**src/rtl/thermal_fan_ctrl_pkg.sv**
```systemverilog
// Shared types and defaults for the thermal fan controller.
//   fan_state_t : controller level, ordered so that a larger value means a faster fan
//   fan_speed_t : 2-bit fan drive code
//   speed_of()  : maps a level to its fan drive code (CRIT drives full speed)
package thermal_fan_ctrl_pkg;

  localparam int unsigned DEF_TEMP_W   = 8;
  localparam int unsigned DEF_AVG_LOG2 = 2;
  localparam int unsigned DEF_T_MED    = 60;
  localparam int unsigned DEF_T_MAX    = 80;
  localparam int unsigned DEF_T_CRIT   = 95;
  localparam int unsigned DEF_HYST     = 5;
  localparam int unsigned DEF_DWELL    = 64;

  typedef enum logic [2:0] {
    ST_OFF  = 3'd0,
    ST_LOW  = 3'd1,
    ST_MED  = 3'd2,
    ST_MAX  = 3'd3,
    ST_CRIT = 3'd4
  } fan_state_t;

  typedef logic [1:0] fan_speed_t;

  localparam fan_speed_t SPEED_OFF = 2'd0;
  localparam fan_speed_t SPEED_LOW = 2'd1;
  localparam fan_speed_t SPEED_MED = 2'd2;
  localparam fan_speed_t SPEED_MAX = 2'd3;

  function automatic fan_speed_t speed_of(input fan_state_t s);
    fan_speed_t sp;
    case (s)
      ST_OFF:  sp = SPEED_OFF;
      ST_LOW:  sp = SPEED_LOW;
      ST_MED:  sp = SPEED_MED;
      default: sp = SPEED_MAX;
    endcase
    return sp;
  endfunction

endpackage

```
**src/rtl/thermal_fan_ctrl_if.sv**
```systemverilog
// Sensors-side bundle of the fan controller.
//   in_use, temp_valid, temp        : sensors/system -> controller
//   fan_speed, throttle,
//   avg_temp, avg_valid             : controller -> sensors/power management
// master = sensors side, slave = controller.
interface thermal_fan_ctrl_if #(
  parameter int unsigned TEMP_W = 8
);
  import thermal_fan_ctrl_pkg::*;

  logic              in_use;
  logic              temp_valid;
  logic [TEMP_W-1:0] temp;
  fan_speed_t        fan_speed;
  logic              throttle;
  logic [TEMP_W-1:0] avg_temp;
  logic              avg_valid;

  modport master (
    output in_use, temp_valid, temp,
    input  fan_speed, throttle, avg_temp, avg_valid
  );

  modport slave (
    input  in_use, temp_valid, temp,
    output fan_speed, throttle, avg_temp, avg_valid
  );

endinterface

```
**src/rtl/thermal_fan_ctrl_temp_averager.sv**
```systemverilog
// Block averager: sums 2^AVG_LOG2 accepted samples and publishes the truncated mean.
//   CLK, nRST          : clock, async active-low reset
//   temp_valid, temp   : sample strobe and value
//   avg_temp           : last completed window average
//   avg_valid          : one-cycle pulse when avg_temp updates
module temp_averager #(
  parameter int unsigned TEMP_W   = 8,
  parameter int unsigned AVG_LOG2 = 2
) (
  input  logic              CLK,
  input  logic              nRST,
  input  logic              temp_valid,
  input  logic [TEMP_W-1:0] temp,
  output logic [TEMP_W-1:0] avg_temp,
  output logic              avg_valid
);

  localparam int unsigned ACC_W = TEMP_W + AVG_LOG2;
  localparam int unsigned CNT_W = (AVG_LOG2 > 0) ? AVG_LOG2 : 1;
  localparam logic [CNT_W-1:0] LAST_CNT = CNT_W'((1 << AVG_LOG2) - 1);

  logic [ACC_W-1:0] acc;
  logic [CNT_W-1:0] cnt;
  logic [ACC_W-1:0] sum_c;

  // Sum including the sample being accepted; ACC_W bits hold a full window.
  assign sum_c = acc + ACC_W'(temp);

  // Accumulate; on the last sample of a window publish the mean and restart.
  always_ff @(posedge CLK or negedge nRST) begin
    if (!nRST) begin
      acc       <= '0;
      cnt       <= '0;
      avg_temp  <= '0;
      avg_valid <= 1'b0;
    end else begin
      avg_valid <= 1'b0;
      if (temp_valid) begin
        if (cnt == LAST_CNT) begin
          avg_temp  <= TEMP_W'(sum_c >> AVG_LOG2);
          avg_valid <= 1'b1;
          acc       <= '0;
          cnt       <= '0;
        end else begin
          acc <= sum_c;
          cnt <= cnt + CNT_W'(1);
        end
      end
    end
  end

endmodule

```
**src/rtl/thermal_fan_ctrl.sv**
```systemverilog
// Closed-loop fan controller: averages temperature, selects a fan level with
// hysteresis and a minimum dwell before downshifts, requests throttling in CRIT.
//   CLK, nRST : clock, async active-low reset
//   sens      : sensors bundle (slave side); see thermal_fan_ctrl_if
module thermal_fan_ctrl
  import thermal_fan_ctrl_pkg::*;
#(
  parameter int unsigned TEMP_W   = DEF_TEMP_W,
  parameter int unsigned AVG_LOG2 = DEF_AVG_LOG2,
  parameter int unsigned T_MED    = DEF_T_MED,
  parameter int unsigned T_MAX    = DEF_T_MAX,
  parameter int unsigned T_CRIT   = DEF_T_CRIT,
  parameter int unsigned HYST     = DEF_HYST,
  parameter int unsigned DWELL    = DEF_DWELL
) (
  input logic             CLK,
  input logic             nRST,
  thermal_fan_ctrl_if.slave sens
);

  localparam int unsigned DWELL_W = (DWELL > 1) ? $clog2(DWELL) : 1;
  localparam logic [DWELL_W-1:0] DWELL_LOAD = DWELL_W'(DWELL - 1);

  fan_state_t         state;
  fan_state_t         target_c;
  logic [DWELL_W-1:0] dwell;
  int unsigned        avg_c;
  int unsigned        thr_c;
  logic               down_ok_c;

  temp_averager #(
    .TEMP_W   (TEMP_W),
    .AVG_LOG2 (AVG_LOG2)
  ) u_averager (
    .CLK        (CLK),
    .nRST       (nRST),
    .temp_valid (sens.temp_valid),
    .temp       (sens.temp),
    .avg_temp   (sens.avg_temp),
    .avg_valid  (sens.avg_valid)
  );

  assign avg_c = 32'(sens.avg_temp);

  // Level the current average asks for.
  always_comb begin
    target_c = ST_OFF;
    if (avg_c >= T_CRIT)     target_c = ST_CRIT;
    else if (avg_c >= T_MAX) target_c = ST_MAX;
    else if (avg_c >= T_MED) target_c = ST_MED;
    else if (sens.in_use)    target_c = ST_LOW;
  end

  // Downshift gate: dwell expired and average clear of the current level's
  // threshold by HYST (written as avg+HYST < thr to avoid underflow). LOW uses
  // T_MED and may not drop to OFF while the system is busy.
  always_comb begin
    thr_c = T_MED;
    case (state)
      ST_CRIT: thr_c = T_CRIT;
      ST_MAX:  thr_c = T_MAX;
      default: thr_c = T_MED;
    endcase
    down_ok_c = (dwell == '0) && ((avg_c + HYST) < thr_c) &&
                !((state == ST_LOW) && sens.in_use);
  end

  // Level FSM, dwell counter and registered output decode.
  always_ff @(posedge CLK or negedge nRST) begin
    if (!nRST) begin
      state          <= ST_OFF;
      dwell          <= '0;
      sens.fan_speed <= SPEED_OFF;
      sens.throttle  <= 1'b0;
    end else begin
      sens.fan_speed <= speed_of(state);
      sens.throttle  <= (state == ST_CRIT);
      if (sens.avg_valid && (target_c > state)) begin
        state <= target_c;
        dwell <= DWELL_LOAD;
      end else if (sens.avg_valid && (target_c < state) && down_ok_c) begin
        state <= fan_state_t'(state - 3'd1);
        dwell <= DWELL_LOAD;
      end else if ((state == ST_OFF) && sens.in_use) begin
        state <= ST_LOW;
        dwell <= DWELL_LOAD;
      end else if (dwell != '0) begin
        dwell <= dwell - DWELL_W'(1);
      end
    end
  end

endmodule

```
**src/flat_wrapper.sv**
```systemverilog
// flat-port wrapper written by rule: the top's interface ports become plain ports
module thermal_fan_ctrl_flat import thermal_fan_ctrl_pkg::*;
#(
  parameter int unsigned TEMP_W   = DEF_TEMP_W,
  parameter int unsigned AVG_LOG2 = DEF_AVG_LOG2,
  parameter int unsigned T_MED    = DEF_T_MED,
  parameter int unsigned T_MAX    = DEF_T_MAX,
  parameter int unsigned T_CRIT   = DEF_T_CRIT,
  parameter int unsigned HYST     = DEF_HYST,
  parameter int unsigned DWELL    = DEF_DWELL
)
  (CLK, nRST, sens_in_use, sens_temp_valid, sens_temp, sens_fan_speed, sens_throttle, sens_avg_temp, sens_avg_valid);
  thermal_fan_ctrl_if #(.TEMP_W(TEMP_W)) sens_i ();
  input logic CLK;
  input logic nRST;
  input wire logic [$bits(sens_i.in_use)-1:0] sens_in_use;
  input wire logic [$bits(sens_i.temp_valid)-1:0] sens_temp_valid;
  input wire logic [$bits(sens_i.temp)-1:0] sens_temp;
  output wire logic [$bits(sens_i.fan_speed)-1:0] sens_fan_speed;
  output wire logic [$bits(sens_i.throttle)-1:0] sens_throttle;
  output wire logic [$bits(sens_i.avg_temp)-1:0] sens_avg_temp;
  output wire logic [$bits(sens_i.avg_valid)-1:0] sens_avg_valid;
  assign sens_i.in_use = sens_in_use;
  assign sens_i.temp_valid = sens_temp_valid;
  assign sens_i.temp = sens_temp;
  assign sens_fan_speed = sens_i.fan_speed;
  assign sens_throttle = sens_i.throttle;
  assign sens_avg_temp = sens_i.avg_temp;
  assign sens_avg_valid = sens_i.avg_valid;
  thermal_fan_ctrl #(.TEMP_W(TEMP_W), .AVG_LOG2(AVG_LOG2), .T_MED(T_MED), .T_MAX(T_MAX), .T_CRIT(T_CRIT), .HYST(HYST), .DWELL(DWELL)) u_core (.CLK(CLK), .nRST(nRST), .sens(sens_i));
endmodule
```
**config.mk**
```make
export PLATFORM = sky130hd
export DESIGN_NAME = thermal_fan_ctrl_flat
export DESIGN_NICKNAME = d
export VERILOG_FILES = /design/src/rtl/thermal_fan_ctrl_pkg.sv /design/src/rtl/thermal_fan_ctrl_if.sv /design/src/rtl/thermal_fan_ctrl_temp_averager.sv /design/src/rtl/thermal_fan_ctrl.sv /design/src/flat_wrapper.sv
export SDC_FILE = /design/constraint.sdc
export NUM_CORES = 1
export LEC_CHECK = 0
export CAP_MARGIN = 10
export CORE_ASPECT_RATIO = 1.4
export CORE_MARGIN = 2
export CORE_UTILIZATION = 55
export CTS_BUF_LIST = sky130_fd_sc_hd__clkbuf_16
export DETAILED_ROUTE_END_ITERATION = 16
export PLACE_DENSITY = 0.78
export SYNTH_ARGS = -nofsm -noshare
export SYNTH_HDL_FRONTEND = slang
export SYNTH_SLANG_ARGS = --single-unit
export TNS_END_PERCENT = 30
```
**constraint.sdc**
```tcl
create_clock -name CLK -period 3.71 [get_ports CLK]
set_clock_uncertainty 0.15 [all_clocks]
set_input_delay 0.742 -clock CLK [delete_from_list [all_inputs] [get_ports CLK]]
set_output_delay 0.742 -clock CLK [all_outputs]
set_load 0.01 [all_outputs]
```
[Yosys cells after proc, flatten, opt, wreduce, memory -nomap -nowiden]
Cells that the tools add are included.
Word-level totals
  register bits: 33
  latch bits: 0
  RAM bits: 0
  memory bits (read-only): 0
  input port bits: 12
  output and inout port bits: 12
  word-level logic and storage cells: 55
  memories kept: 0
Operators by class
  add/subtract/negate cells: 5
  multipliers: 0
  div/mod/pow operators: 0
  $lt $le $gt $ge: 6
  equal/unequal tests: 5
  shifts and indexed selects: 0
  mux-type cells: 17
  bitwise gates (word level): 0
  reductions and logical operators: 14
Operators by type and width (number)
  < comparator 32 x 7 -> 1 bit: 1
  2-to-1 mux 6 bit: 4
  2-to-1 mux 3 bit: 6
  >= comparator 8 x 7 -> 1 bit, second input constant: 2
  one-hot mux 7 bit (2 select lines): 1
  adder 10 x 8 -> 10 bit: 1
  2-to-1 mux 10 bit: 1
  adder 8 x 3 -> 9 bit, second input constant: 1
  >= comparator 8 x 6 -> 1 bit, second input constant: 1
  logical AND 1 bit: 7
  equality test 3 x 2 -> 1 bit, second input constant: 2
  zero test 6 bit: 1
  one-hot mux 2 bit (3 select lines): 1
  nonzero test 6 bit: 1
  subtractor 6 x 1 -> 6 bit, second input constant: 1
  nonzero test 4 bit: 1
  equality test 3 x 1 -> 1 bit, second input constant: 1
  equality test 3 bit, second input constant: 1
  greater-than comparator 3 bit: 1
  zero test 3 bit: 1
  < comparator 3 bit: 1
  2-to-1 mux 1 bit: 3
  nonzero test 3 bit: 1
  subtractor 3 x 1 -> 3 bit, second input constant: 1
  5 further kinds: 5

[Longest topological paths before layout]
  depth after elaboration: 9
  mapped depth: 11
  depth with buffers taken out: 11

[Hierarchy]
Synthesis repeated with hierarchy kept, for this count alone.
Unflattened totals
  cells, all modules: 242
  area, all modules: 2302.2 µm²
Modules (own cells, without submodules)
  temp_averager: instances 1, cells an instance 120, area an instance 1194.9 µm²
  thermal_fan_ctrl: instances 1, cells an instance 122, area an instance 1107.3 µm²

[Least setup slack after synthesis]
Ideal clock, no wire load.
  kind: reg-to-reg
  from: register u_core.u_averager.avg_temp[3]
  to: register u_core.state[1]
  library setup time: 0.126 ns
  arrival: 2.521 ns
  data required time: 3.434 ns
  path slack: 0.913 ns
  cell stages (with the launch flop): 10
  buffers on the path: 1
  cell sequence: dfrtp_1 -> clkbuf_1 -> and3_1 -> o21ai_0 -> xnor2_1 -> ha_1 -> a221o_1 -> a2111oi_4 -> a221oi_2 -> a221o_1
Between the ends
  cells in the longest elaborated chain, start to end: 9
  elaborated cells on any way between the ends: 18
  those cells by class: add/sub (1); order compare (6); mux (5); reduce/logical (6)
RTL lines
  start, declared: RTL line thermal_fan_ctrl_temp_averager.sv:14  | output logic [TEMP_W-1:0] avg_temp,
  start signal, assigned: RTL line thermal_fan_ctrl_temp_averager.sv:40  | avg_temp <= TEMP_W'(sum_c >> AVG_LOG2);
  parallel branches: the longest is 9 deep, another holds < comparator 32 x 7 -> 1 bit
  end signal, assigned: RTL line thermal_fan_ctrl.sv:79  | state <= target_c;
  end signal, assigned: RTL line thermal_fan_ctrl.sv:82  | state <= fan_state_t'(state - 3'd1);
  end, declared: RTL line thermal_fan_ctrl.sv:24  | fan_state_t state;
Parallel ways; which one is timed is not known.
A chain may end at the register's enable or synchronous reset.

[Worst setup path after layout]
  from: register u_core.state[0]
  to: register u_core.state[1]
Between the ends
  cells in the longest elaborated chain, start to end: 8
  elaborated cells on any way between the ends: 20
  those cells by class: add/sub (1); order compare (3); eq/ne (3); mux (3); reduce/logical (10)
RTL lines
  equality test 3 x 2 -> 1 bit / equality test 3 bit (equally long branches): RTL line thermal_fan_ctrl.sv:59  | case (state)
  one-hot mux 7 bit (2 select lines): RTL line thermal_fan_ctrl.sv:59
  < comparator 32 x 7 -> 1 bit: RTL line thermal_fan_ctrl.sv:64  | down_ok_c = (dwell == '0) && ((avg_c + HYST) < thr_c) &&
  logical AND 1 bit (2 in series): RTL line thermal_fan_ctrl.sv:64
  logical AND 1 bit: RTL line thermal_fan_ctrl.sv:81  | end else if (sens.avg_valid && (target_c < state) && down_ok_c) begin
  2-to-1 mux 3 bit: RTL line thermal_fan_ctrl.sv:81
  2-to-1 mux 3 bit: RTL line thermal_fan_ctrl.sv:78  | if (sens.avg_valid && (target_c > state)) begin
Parallel ways exist; a longest one is shown, timed or not.

==> results.cfg <==
[sta]
holdWs_ps = 341
worst_pin_slew_ps = 561
relSlewSlack = 0.626
final.period_utilization = 0.822
rsz0062_at_grt = false
post-route-min-period_ps = 3050
finalSetupViolations = 0
tns_ps = 0
slew_violations = 0
timing.fmax_mhz = 328
hold_viol_final = 0

[setup_path]
cp_num_buf_inv = 1
startpoint_type = flip-flop
endpoint_kind = flip-flop
crit_chain = inv_1 > ha_1 > mux2i_1 > ha_1 > a221o_1 > a2111oi_4 > a221oi_2 > a221o_1
critical_path_required_ps = 3720
reg2reg_from = u_core.state[0]$_DFFE_PN0P_
startpoint = u_core.state[0]$_DFFE_PN0P_
r2r_cells = 8
cp.arrival_ps = 3060
slowest_delay_ps = 470
slowest_stage = dfrtp_1
critPathKind = reg -> reg
rrSetupSlack_ps = 660
worstPathMaxFanout = 7
rr_endpoint = u_core.state[1]$_DFFE_PN0P_
path_delay_family = compound AO/OA/AOI/OAI gates

[logic_synthesis]
ys_seq_area_frac = 0.364
synth_nets = 274
yosys_warnings = 0
synth_area_mm2 = 0.00227
synth_ff_type = dfrtp_1
synthCells = 236
synth_edf_count = 0
synth-async-reset-ratio = 1.00
synth-seq-cells = 33
synth_cell_types = 54
synth_area_per_cell_um2 = 9.61

[finish]
drive_gt1_frac = 0.0568
final_cell_mix = dfrtp_1, ha_1, clkdlybuf4s50_1
design_area_mm2 = 0.00269
layout_commonest_cell = dfrtp_1
fillers = 333
nNetsFinal = 301
area_delta_synth_final_pct = 18.4
num_antenna_cells = 0

[floorplan]
boundaryPins = 24
die_w_um = 58.3
die_area_mm2 = 0.00466
row_count = 27
initial_core_util = 0.574
die_y_um = 80.0
core_mm2 = 0.00395

[global_route]
grt-ovfl-total = 0
antenna_found_initial = 0
grt_max_degree = 34
grt_pass1_wl_um = 8070
grt_pass1_vias = 1828
grt_use_total = 0.230

[placement]
placed_cell_area_mm2 = 0.00255
port-buffer-count = 23
dp_hpwl_um = 3520
gp_congestion = 0.852

[flow_run]
drv_cap = 0

[clock_tree]
clk_path_buf_depth = 2
h-tree-depth = 2
post_cts_resized = 0
numCtsBuffers = 5
clk_transition_reported_paths_ps = 50
cts_root_buf = clkbuf_16
clock_latency_ps = 280
cts_tree = done
numClockSinks = 33
cts_setup_buffers = 0
hold_buffers = 0

[routing]
wirelength_um = 4650
drc = 0
wire_per_inst_um = 15.1
drt_iter0_markers = 87
vias = 1865
first_pass_iters = 4
drtAntennaViolNets = 0
via_per_inst = 6.07

[worst_hold_path]
holdCritPathClass = reg -> reg
min_path_cells = 1
hold_end = u_core.u_averager.cnt[0]$_DFFE_PN0P_
min_from = u_core.u_averager.cnt[0]$_DFFE_PN0P_

[power_and_ir_drop]
leakage_uw = 0.00123
total_power_uw = 2260
p_per_area_mw_per_mm2 = 842
ir_drop_v = 0.000573

[run_status]
status = finished, final reports clean
## routing by layer
layer,GRT usage,vias to the layer above,part of all wire
li1,-,931,-
met1,0.255,867,0.41
met2,0.392,53,0.52
met3,0.0616,14,0.042
met4,0.119,0,0.026
met5,0,-,0
## power by group
part,switching (uW),internal [uW]
logic,619,554
registers,174,520
clock network,151,242
total,944,1320
## cells by family after synthesis
group                    Yosys count  share of synthesized area
XOR/XNOR                          10                     0.0386
adder cells (fa/ha/maj)           26                      0.147
multiplexers                       5                     0.0226
AO/OA/AOI/OAI                     65                      0.214
flip-flops                        33                      0.364
AND/OR/NAND/NOR                   73                      0.174
buffers and inverters             24                     0.0397
## state kept, by name (all words and copies together), names as in the netlist
name and cells:
u_core.u_averager.cnt 2, u_core.sens.throttle 1, u_core.sens.fan_speed 2, u_core.state 3
u_core.dwell 6, u_core.u_averager.acc 10, u_core.u_averager.avg_temp 8, u_core.u_averager.avg_valid 1
## area by class of cell
cell class	instances	area, um2	share of cell area
clock buffers	5	125	0.0466
repair buffers	25	245	0.0913
well taps	43	53.8	0.0200
flip-flops and latches	33	826	0.308
clock inverters	3	12.5	0.00466
inverters	19	71.3	0.0266
multi-input cells	179	1350	0.503
## cell usage after synthesis, types with 3 or more instances
cell | instances | area (um2)
ha_1 | 25 | 313
xor2_1 | 5 | 43.8
o21ai_1 | 3 | 15.0
nand2_1 | 21 | 78.8
nand2b_1 | 4 | 25.0
o21ai_0 | 16 | 80.1
a21o_1 | 5 | 37.5
and3_1 | 4 | 25.0
mux2i_1 | 4 | 40.0
a221o_1 | 3 | 30.0
inv_1 | 18 | 67.6
or3_1 | 3 | 18.8
xnor2_1 | 5 | 43.8
dfrtp_1 | 33 | 826
o2bb2ai_1 | 4 | 35.0
nor2_1 | 9 | 33.8
nor3_1 | 4 | 20.0
o211ai_1 | 3 | 22.5
nor2b_1 | 3 | 18.8
a21oi_1 | 8 | 40.0
nand3_1 | 10 | 50.1
clkbuf_1 | 5 | 18.8
## metrics by stage
stage               worst slack [ps]  std cells  utilization
floorplan                        913        236            -
global placement                 670        299        0.645
detailed placement               603        299        0.645
CTS                              666        307        0.679
global route                     444        307        0.679
finish                           659        307        0.679
## worst max path at each step
stage	endpoint	depth (start not counted)
6_report	u_core.state[1]$_DFFE_PN0P_	8
5_1_grt	u_core.dwell[1]$_DFFE_PN0P_	10
4_1_cts	u_core.state[1]$_DFFE_PN0P_	8
3_3_place_gp	u_core.u_averager.acc[8]$_DFFE_PN0P_	9
2_1_floorplan	u_core.state[1]$_DFFE_PN0P_	9
3_5_place_dp	u_core.u_averager.acc[8]$_DFFE_PN0P_	9
## worst reg2reg max path: stages, from the launching register on
cell and delay [ps]:
dfrtp_1 470, inv_1 120, ha_1 240, mux2i_1 290, ha_1 310, a221o_1 370, a2111oi_4 440, a221oi_2 210
a221o_1 330
(Power assumes the default switching activity.)
